===== config.mk =====
export PLATFORM = sky130hd
export DESIGN_NAME = dec_i2c_mult
export DESIGN_NICKNAME = d
export VERILOG_FILES = /design/src/rtl/dec_i2c_mult.sv
export SDC_FILE = /design/constraint.sdc
export NUM_CORES = 1
export LEC_CHECK = 0
export ABC_AREA = 1
export CAP_MARGIN = 15
export CORE_MARGIN = 2
export CORE_UTILIZATION = 45
export DETAILED_ROUTE_END_ITERATION = 16
export GPL_TIMING_DRIVEN = 0
export PLACE_DENSITY = 0.68
export SYNTH_ARGS = -nofsm -noshare
export SYNTH_HDL_FRONTEND = slang
export SYNTH_SLANG_ARGS = --single-unit
export TNS_END_PERCENT = 100

===== constraint.sdc =====
create_clock -name clk -period 2.89 [get_ports clk]
set_input_delay 0.289 -clock clk [delete_from_list [all_inputs] [get_ports clk]]
set_output_delay 0.289 -clock clk [all_outputs]
set_load 0.005 [all_outputs]

===== src/rtl/dec_i2c_mult.sv =====
// I2C slave receiver: matches up to N_END local 7-bit addresses, ACKs and buffers write data in a FIFO.
// Build option: define DEC_I2C_FILTRO_EN to add a 3-sample majority glitch filter on scl/sda.
module dec_i2c_mult #(
   parameter int unsigned N_END = 2,
   parameter int unsigned PROF  = 4,
   localparam int unsigned IW   = (N_END > 1) ? $clog2(N_END) : 1,
   localparam int unsigned AW   = $clog2(PROF),
   localparam int unsigned CW   = AW + 1
) (
   input  logic                 clk,
   input  logic                 reset,
   input  logic                 scl,
   input  logic                 sda,
   output logic                 sda_oe,
   input  logic                 pronto,
   input  logic [N_END*7-1:0]   endereco_local,
   output logic [6:0]           endereco_recebido,
   output logic [IW-1:0]        indice_end,
   output logic                 operacao,
   output logic                 ativo,
   output logic                 start,
   output logic                 stop,
   output logic [7:0]           dado,
   output logic                 dado_valido,
   input  logic                 dado_ler,
   output logic [CW-1:0]        contagem,
   output logic                 overflow
);

   localparam logic [CW-1:0] CHEIO = CW'(PROF);

   typedef enum logic [2:0] {
      OCIOSO, ENDERECO, ACK_END, DADO, ACK_DADO, IGNORA
   } estado_t;

   estado_t         estado;
   logic            scl_s1, scl_s2, sda_s1, sda_s2;
   logic            scl_v, sda_v, scl_p, sda_p;
   logic [3:0]      bit_cnt;
   logic [7:0]      sh;
   logic [7:0]      mem [0:PROF-1];
   logic [AW-1:0]   wr_ptr, rd_ptr;

   logic            scl_rise_c, scl_fall_c, start_c, stop_c;
   logic            rx_bit_c, byte_fim_c, push_c, pop_c;
   logic            hit_c;
   logic [IW-1:0]   hit_idx_c;

   // Two-flop synchronizers plus previous-value registers for edge detection
   always_ff @(posedge clk) begin
      if (reset) begin
         scl_s1 <= 1'b1;
         scl_s2 <= 1'b1;
         sda_s1 <= 1'b1;
         sda_s2 <= 1'b1;
         scl_p  <= 1'b1;
         sda_p  <= 1'b1;
      end else begin
         scl_s1 <= scl;
         scl_s2 <= scl_s1;
         sda_s1 <= sda;
         sda_s2 <= sda_s1;
         scl_p  <= scl_v;
         sda_p  <= sda_v;
      end
   end

`ifdef DEC_I2C_FILTRO_EN
   logic [1:0] scl_h, sda_h;

   // Majority of the last three synchronized samples; single-cycle pulses never win
   always_ff @(posedge clk) begin
      if (reset) begin
         scl_h <= 2'b11;
         sda_h <= 2'b11;
         scl_v <= 1'b1;
         sda_v <= 1'b1;
      end else begin
         scl_h <= {scl_h[0], scl_s2};
         sda_h <= {sda_h[0], sda_s2};
         scl_v <= (scl_h[1] & scl_h[0]) | (scl_h[1] & scl_s2) | (scl_h[0] & scl_s2);
         sda_v <= (sda_h[1] & sda_h[0]) | (sda_h[1] & sda_s2) | (sda_h[0] & sda_s2);
      end
   end
`else
   assign scl_v = scl_s2;
   assign sda_v = sda_s2;
`endif

   assign scl_rise_c = scl_v & ~scl_p;
   assign scl_fall_c = ~scl_v & scl_p;
   assign start_c    = scl_v & scl_p & sda_p & ~sda_v;
   assign stop_c     = scl_v & scl_p & ~sda_p & sda_v;

   assign rx_bit_c   = scl_rise_c && (bit_cnt != 4'd8) && ((estado == ENDERECO) || (estado == DADO));
   assign byte_fim_c = scl_fall_c && (bit_cnt == 4'd8);

   assign pop_c  = dado_ler && (contagem != '0);
   assign push_c = (estado == DADO) && byte_fim_c && pronto && ((contagem != CHEIO) || pop_c);

   // Lowest matching index wins: scan downwards so the last hit is the smallest k
   always_comb begin
      hit_c     = 1'b0;
      hit_idx_c = '0;
      for (int k = int'(N_END) - 1; k >= 0; k--) begin
         if (endereco_local[7*k +: 7] == endereco_recebido) begin
            hit_c     = 1'b1;
            hit_idx_c = IW'(k);
         end
      end
   end

   // Protocol FSM; START/STOP override whatever byte is in progress
   always_ff @(posedge clk) begin
      if (reset) begin
         estado            <= OCIOSO;
         sda_oe            <= 1'b0;
         ativo             <= 1'b0;
         start             <= 1'b0;
         stop              <= 1'b0;
         overflow          <= 1'b0;
         endereco_recebido <= '0;
         indice_end        <= '0;
         operacao          <= 1'b0;
         bit_cnt           <= '0;
         sh                <= '0;
      end else begin
         start <= start_c;
         stop  <= stop_c;
         if (start_c) begin
            estado  <= ENDERECO;
            bit_cnt <= '0;
            sda_oe  <= 1'b0;
            ativo   <= 1'b0;
         end else if (stop_c) begin
            estado <= OCIOSO;
            sda_oe <= 1'b0;
            ativo  <= 1'b0;
         end else begin
            if (rx_bit_c) begin
               sh      <= {sh[6:0], sda_v};
               bit_cnt <= bit_cnt + 4'd1;
            end
            case (estado)
               ENDERECO: begin
                  if (rx_bit_c && (bit_cnt == 4'd7)) begin
                     endereco_recebido <= sh[6:0];
                     operacao          <= sda_v;
                  end
                  if (byte_fim_c) begin
                     bit_cnt <= '0;
                     if (hit_c) begin
                        estado     <= ACK_END;
                        sda_oe     <= 1'b1;
                        ativo      <= 1'b1;
                        indice_end <= hit_idx_c;
                     end else begin
                        estado <= IGNORA;
                     end
                  end
               end
               ACK_END: begin
                  if (scl_fall_c) begin
                     sda_oe <= 1'b0;
                     estado <= operacao ? IGNORA : DADO;
                  end
               end
               DADO: begin
                  if (byte_fim_c) begin
                     bit_cnt <= '0;
                     sda_oe  <= push_c;
                     estado  <= ACK_DADO;
                     if (pronto && !push_c) overflow <= 1'b1;
                  end
               end
               ACK_DADO: begin
                  if (scl_fall_c) begin
                     sda_oe <= 1'b0;
                     estado <= DADO;
                  end
               end
               default: sda_oe <= 1'b0;
            endcase
         end
      end
   end

   // FIFO pointers wrap naturally because PROF is a power of two
   always_ff @(posedge clk) begin
      if (reset) begin
         wr_ptr   <= '0;
         rd_ptr   <= '0;
         contagem <= '0;
      end else begin
         if (push_c) wr_ptr <= wr_ptr + AW'(1);
         if (pop_c)  rd_ptr <= rd_ptr + AW'(1);
         case ({push_c, pop_c})
            2'b10:   contagem <= contagem + CW'(1);
            2'b01:   contagem <= contagem - CW'(1);
            default: contagem <= contagem;
         endcase
      end
   end

   always_ff @(posedge clk) begin
      if (push_c) mem[wr_ptr] <= sh;
   end

   assign dado        = mem[rd_ptr];
   assign dado_valido = (contagem != '0);

endmodule

After elaboration in Yosys (flattened, before gate mapping) --
Memory sizes are Yosys's and may differ from the RTL's. A register that Yosys moved wholly into a read port is not among the register bits. Index checks and enable logic that the tools add are counted.
Storage, ports and cells: register bits 42, memory bits (writable) 32, input bits 20, output and inout bits 26, word-level logic and storage cells 115, memories kept 1
Operators by class: add/sub/neg operators 5, eq/ne operators 22, mux-type cells 25, bitwise operators 13, reduce and logical (&&, ||, !) cells 28
Memory list:
- mem | depth 4, bits a word 8, read ports 1, clocked after memory_dff 1, write ports 1, RTL line 41 | logic [7:0] mem [0:PROF-1];
Operator list (number):
- $ne 4x4->1 const B | 5
- $reduce_and 5->1 | 4
- $mux 3 | 6
- $eq 7x7->1 | 2
- $mux 4 | 3
- $pmux 3 s4 | 1
- $mux 1 | 11
- $ne 2x2->1 const B | 5
- $logic_and 1x1->1 | 9
- $reduce_and 4->1 | 2
- $and 1x1->1 | 7
- $eq 3x2->1 const B | 2
- $not 1->1 | 6
- $pmux 3 s2 | 1
- $reduce_and 3->1 | 2
- $reduce_bool 6->1 | 1
- $reduce_or 2->1 | 3
- $add 2x1->2 const B | 2
- $add 4x1->4 const B | 1
- $eq 4x3->1 const B | 1
- $eq 4x4->1 const B | 1
- $mux 2 | 2
- $reduce_bool 4->1 | 1
- $add 3x1->3 const B | 1
- 13 further kinds | 14

Depth between registers and ports, before layout --
depth in word-level cells 9, depth in mapped cells 12, mapped depth without buffers 12

Worst setup path before layout --
OpenSTA, ideal clock, no wires.
kind register -> register, start point register bit_cnt[0], end point register contagem[2], library setup time 0.122 ns, arrival time 1.849 ns, data required time 2.768 ns, path slack 0.919 ns, cell stages (with the launch flop) 13, buffers on the path 0, period minus slack after synthesis 1.971 ns, path through dfxtp_1 > inv_1 > ha_1 > nand3_2 > nor2_4 > nand4_4 > ha_1 > inv_1 > fa_1 > a21oi_1 > o21ai_0 > o21ai_0 > a21oi_1
Between the ends: word-level cells in the longest chain between the ends 7, elaborated cells between the ends (all ways) 9, classes of those cells 3 x eq/ne; 1 x mux; 5 x reduce/logical
RTL lines:
- start: declaration | RTL line 39 | logic [3:0] bit_cnt;
- start signal: assignment | RTL line 142 | bit_cnt <= bit_cnt + 4'd1;
- $eq 4x4->1 (*) | RTL line 96 | assign byte_fim_c = scl_fall_c && (bit_cnt == 4'd8);
- $logic_and 1x1->1 (*) | RTL line 96
- $logic_and 1x1->1 (*) (3 in series) | RTL line 99 | assign push_c = (estado == DADO) && byte_fim_c && pronto && ((contagem != CHEIO) || pop_c);
- $eq 2x1->1 or $eq 2x2->1 (tied branches) | RTL line 197 | case ({push_c, pop_c})
- $pmux 3 s2 or $reduce_bool 2->1 (tied branches)
- end signal: assignment | RTL line 198 | 2'b10: contagem <= contagem + CW'(1);
- end signal: assignment | RTL line 199 | 2'b01: contagem <= contagem - CW'(1);
- end signal: assignment | RTL line 200 | default: contagem <= contagem;
- end: declaration | RTL line 26 | output logic [CW-1:0] contagem,
Every way passes the cells marked *; elsewhere a longest branch is shown, timed or not. A chain may end at the register's enable or synchronous reset.

==> results.txt <==
* Max cap viols: 0
* Most frequent standard cell in the layout excluding fill and tap cells: sky130_fd_sc_hd__nor2_1
- Of the post-synthesis cell area, the dominant cell type holds 0.290.
- After legalization and detailed placement, the total HPWL measured 4800 um.
* Gate Count Post-Synth: 367
- The number of antenna violations at the first check in global routing came to 0.
- Setup repair after global routing missed its margin: no
* Fraction of layout instances using a drive strength above 1: 0.0890
- Maximum number of buffers from clock root to sink: 2
- Cells taking the most area after synthesis: sky130_fd_sc_hd__edfxtp_1 (29%), sky130_fd_sc_hd__dfxtp_1 (27%), sky130_fd_sc_hd__nor2_1 (6.1%)
* Number of buffers and inverters on the critical path: 3
* Fillcell total: 640
- Largest area contributor in the synthesized netlist: sky130_fd_sc_hd__edfxtp_1
* Internal power summed over all cells: 1.73 mW
- Critical-path maximum fanout: 10
- Growth of design area from synthesis to finish: 23.8%
* Register area: 1840 um2
- The path class of the tightest hold or removal check is in -> reg.
- Final hold violation count: 0
- Once layout is done, the placed cells without fillers occupy 4100 um2.
- Final Total Pwr: 2.25 mW
- 0 antenna diodes ended up in the layout.
- The number of slew-limit violations in the final report is 0.
- Final setup violation count: 0
- In the global route stage, overall resource usage came out at 0.178.
- Share of total power in combinational logic: 0.086
- Area taken by multi-input logic gates: 1220 um2
- By startpoint and endpoint, the worst setup path is classified as reg -> out.
- STA classifies the critical path startpoint as a register.
* Worst hold margin: 0.339 ns
- Final worst slack: 0.373 ns
* Share of power burned in registers: 0.510
* Post-CTS Hold Buffers: 0
* Data required, critical path: 2.60 ns
- Largest delay share family, worst path: buffers and inverters
* Number of sinks handled by clock tree synthesis: 76
* Number of nets in the synthesized netlist: 395
* Portion of the clock cycle consumed by the worst path in the final layout: 0.871
* Setup bufs post-CTS: 0
- Dpl ws: 0.568 ns
- CTS tree: built
- In this run the horizontal extent of the chip is 89.8 um.
- Number of gates given a new drive strength after cts: 0
- Seq/Total Area, Yosys: 0.555
- Count of unique library cells instantiated by Yosys: 35
- Die footprint: 8070 um2
- Entering global routing, the biggest net connects 14 pins.
- Most used cells in the layout excluding fill and tap cells: sky130_fd_sc_hd__nor2_1 (54), sky130_fd_sc_hd__nand2_1 (50), sky130_fd_sc_hd__inv_1 (49)
- In this run the power spent charging and discharging nets is 0.520 mW.
* First drt pass iteration count: 4
- Subtracting the final worst setup slack from the clock period gives 2.52 ns.
- The H-tree was split into 3 levels.
- Clk_skew: 0.00572 ns
- The initialized floorplan defines 31 standard-cell rows.
* Area after detailed placement: 3880 um2
- Data arrives at the worst endpoint at 2.23 ns.
* DR DRC count: 0
- Count of buffers from port buffering: 44
- Die Height: 89.8 um
* Largest stage delay on the critical path: 0.52 ns
* Clk_lat worst skew: 0.35 ns
* Number of DRC markers in iteration 0: 133
- Routability cong.: 0.867
- Power density over cell area: 548 nW/um2
- Wirelength, routed: 6750 um
- Of the total power, the clock network draws 0.404.
* Cell-by-cell trace of the critical path: inv_1, clkbuf_1, o21ai_0, o22ai_1, clkdlybuf4s50_1
- Summing every instance area after synthesis gives 3320 um2.
- Headroom to the max-slew limit came out at 0.467.
- Average wire per standard cell: 12.8 um
* Pin slew with the least headroom to its limit: 0.796 ns
- Num CTS Buffers: 9
- Area inside the core boundary: 7180 um2
- Ys Warns: 0
- Summed over all failing endpoints, the final setup total negative slack is 0 ns.
- Maximum frequency from static timing analysis: 397 MHz
* Sum of overflow across all layers after global routing: 0
* Category of the worst setup path capture point: output port
* I/O pin total: 46
- Clock-pin slew was measured on the worst setup and hold paths at 0.07 ns.
- Of the total power, the share spent switching nets is 0.232.
- Summed over all cells, the static leakage comes to 1.60 nW.
- Status: completed
- In this run, synthesis produced a sequential element count of 76.
- Avg Vias per Cell: 4.88
- Via count of the first global-routing pass: 2487
- VDD sags by at most 0.293 mV.
- Averaged over all synthesized cells, the footprint is 9.03 um2.
* Remaining antenna violation count: 0
- The first global-routing pass estimated 11500 um of wire.
- Net total in the final layout: 450
* Routed vias: 2567
- CTS Root Cell: sky130_fd_sc_hd__clkbuf_8
* Slowest cell on the critical path: sky130_fd_sc_hd__clkdlybuf4s50_1
- The initial utilization of the core area, before any placement, comes to 0.462.
power by group through the flow:
stage                     Sequential (mW)  Clock (mW)  Combinational (mW)
after floorplan                      1.17           0               0.104
after global placement               1.17           0               0.189
after detailed placement             1.17           0               0.196
after CTS                            1.15       0.916               0.196
after global routing                 1.15       0.962               0.219
final                                1.15       0.907               0.194
state kept, by name, summed over array words and instances (netlist names), 2 cells and up, named ones only:
name	count
bit_cnt	4
contagem	3
endereco_recebido	7
estado	3
mem	32
rd_ptr	2
sh	8
wr_ptr	2
path summary, 6_finish.rpt:
path / cells after the start / slack (ns) / end / from
max: 5 / 0.37 / dado[5] / register
min reg2reg: 1 / 0.41 / sda_s2 / sda_s1
min: 2 / 0.34 / start / reset
max reg2reg: 12 / 0.74 / contagem[2] / bit_cnt[0]
routing by layer:
layer  track usage  up-vias  wire length (um)
met3        0.0285       11               233
met5             0        -                 0
li1              -     1314                 -
met1         0.225     1192              3080
met2         0.298       50              3310
met4        0.0872        0               135
layout make-up:
type / count / share of cell area
multi-input combinational: 230 / 0.298
clock inverter: 6 / 0.0210
tap: 99 / 0.0302
timing repair buffer: 44 / 0.107
clock buffer: 10 / 0.0335
sequential: 76 / 0.449
buffer: 8 / 0.0113
inverter: 53 / 0.0497
stage by stage:
| stage | cells | util |
|---|---|---|
| finish | 526 | 0.572 |
| global route | 526 | 0.572 |
| CTS | 526 | 0.572 |
| detailed placement | 510 | 0.541 |
| global placement | 510 | 0.541 |
| floorplan | 367 | - |
cells in the mapped netlist, drive strengths merged:
cell	n
o21ai	41
a211oi	2
fa	1
a21oi	24
nor2	57
inv	53
nand2	52
buf	3
edfxtp	32
o22ai	8
xor2	5
clkbuf	5
nor3b	1
o31ai	1
nor3	5
dfxtp	44
or2	4
xnor2	4
ha	7
nand3	14
nand4	3
and2	1
kinds of logic after synthesis:
family          count (synthesis)  share of synthesized area
compound gates                 76                      0.123
fa+ha+maj                       8                     0.0325
buf+inv                        61                     0.0755
simple gates                  137                      0.190
xor+xnor                        9                     0.0238
flops                          76                      0.555
Power figures use the tool's default switching activity.
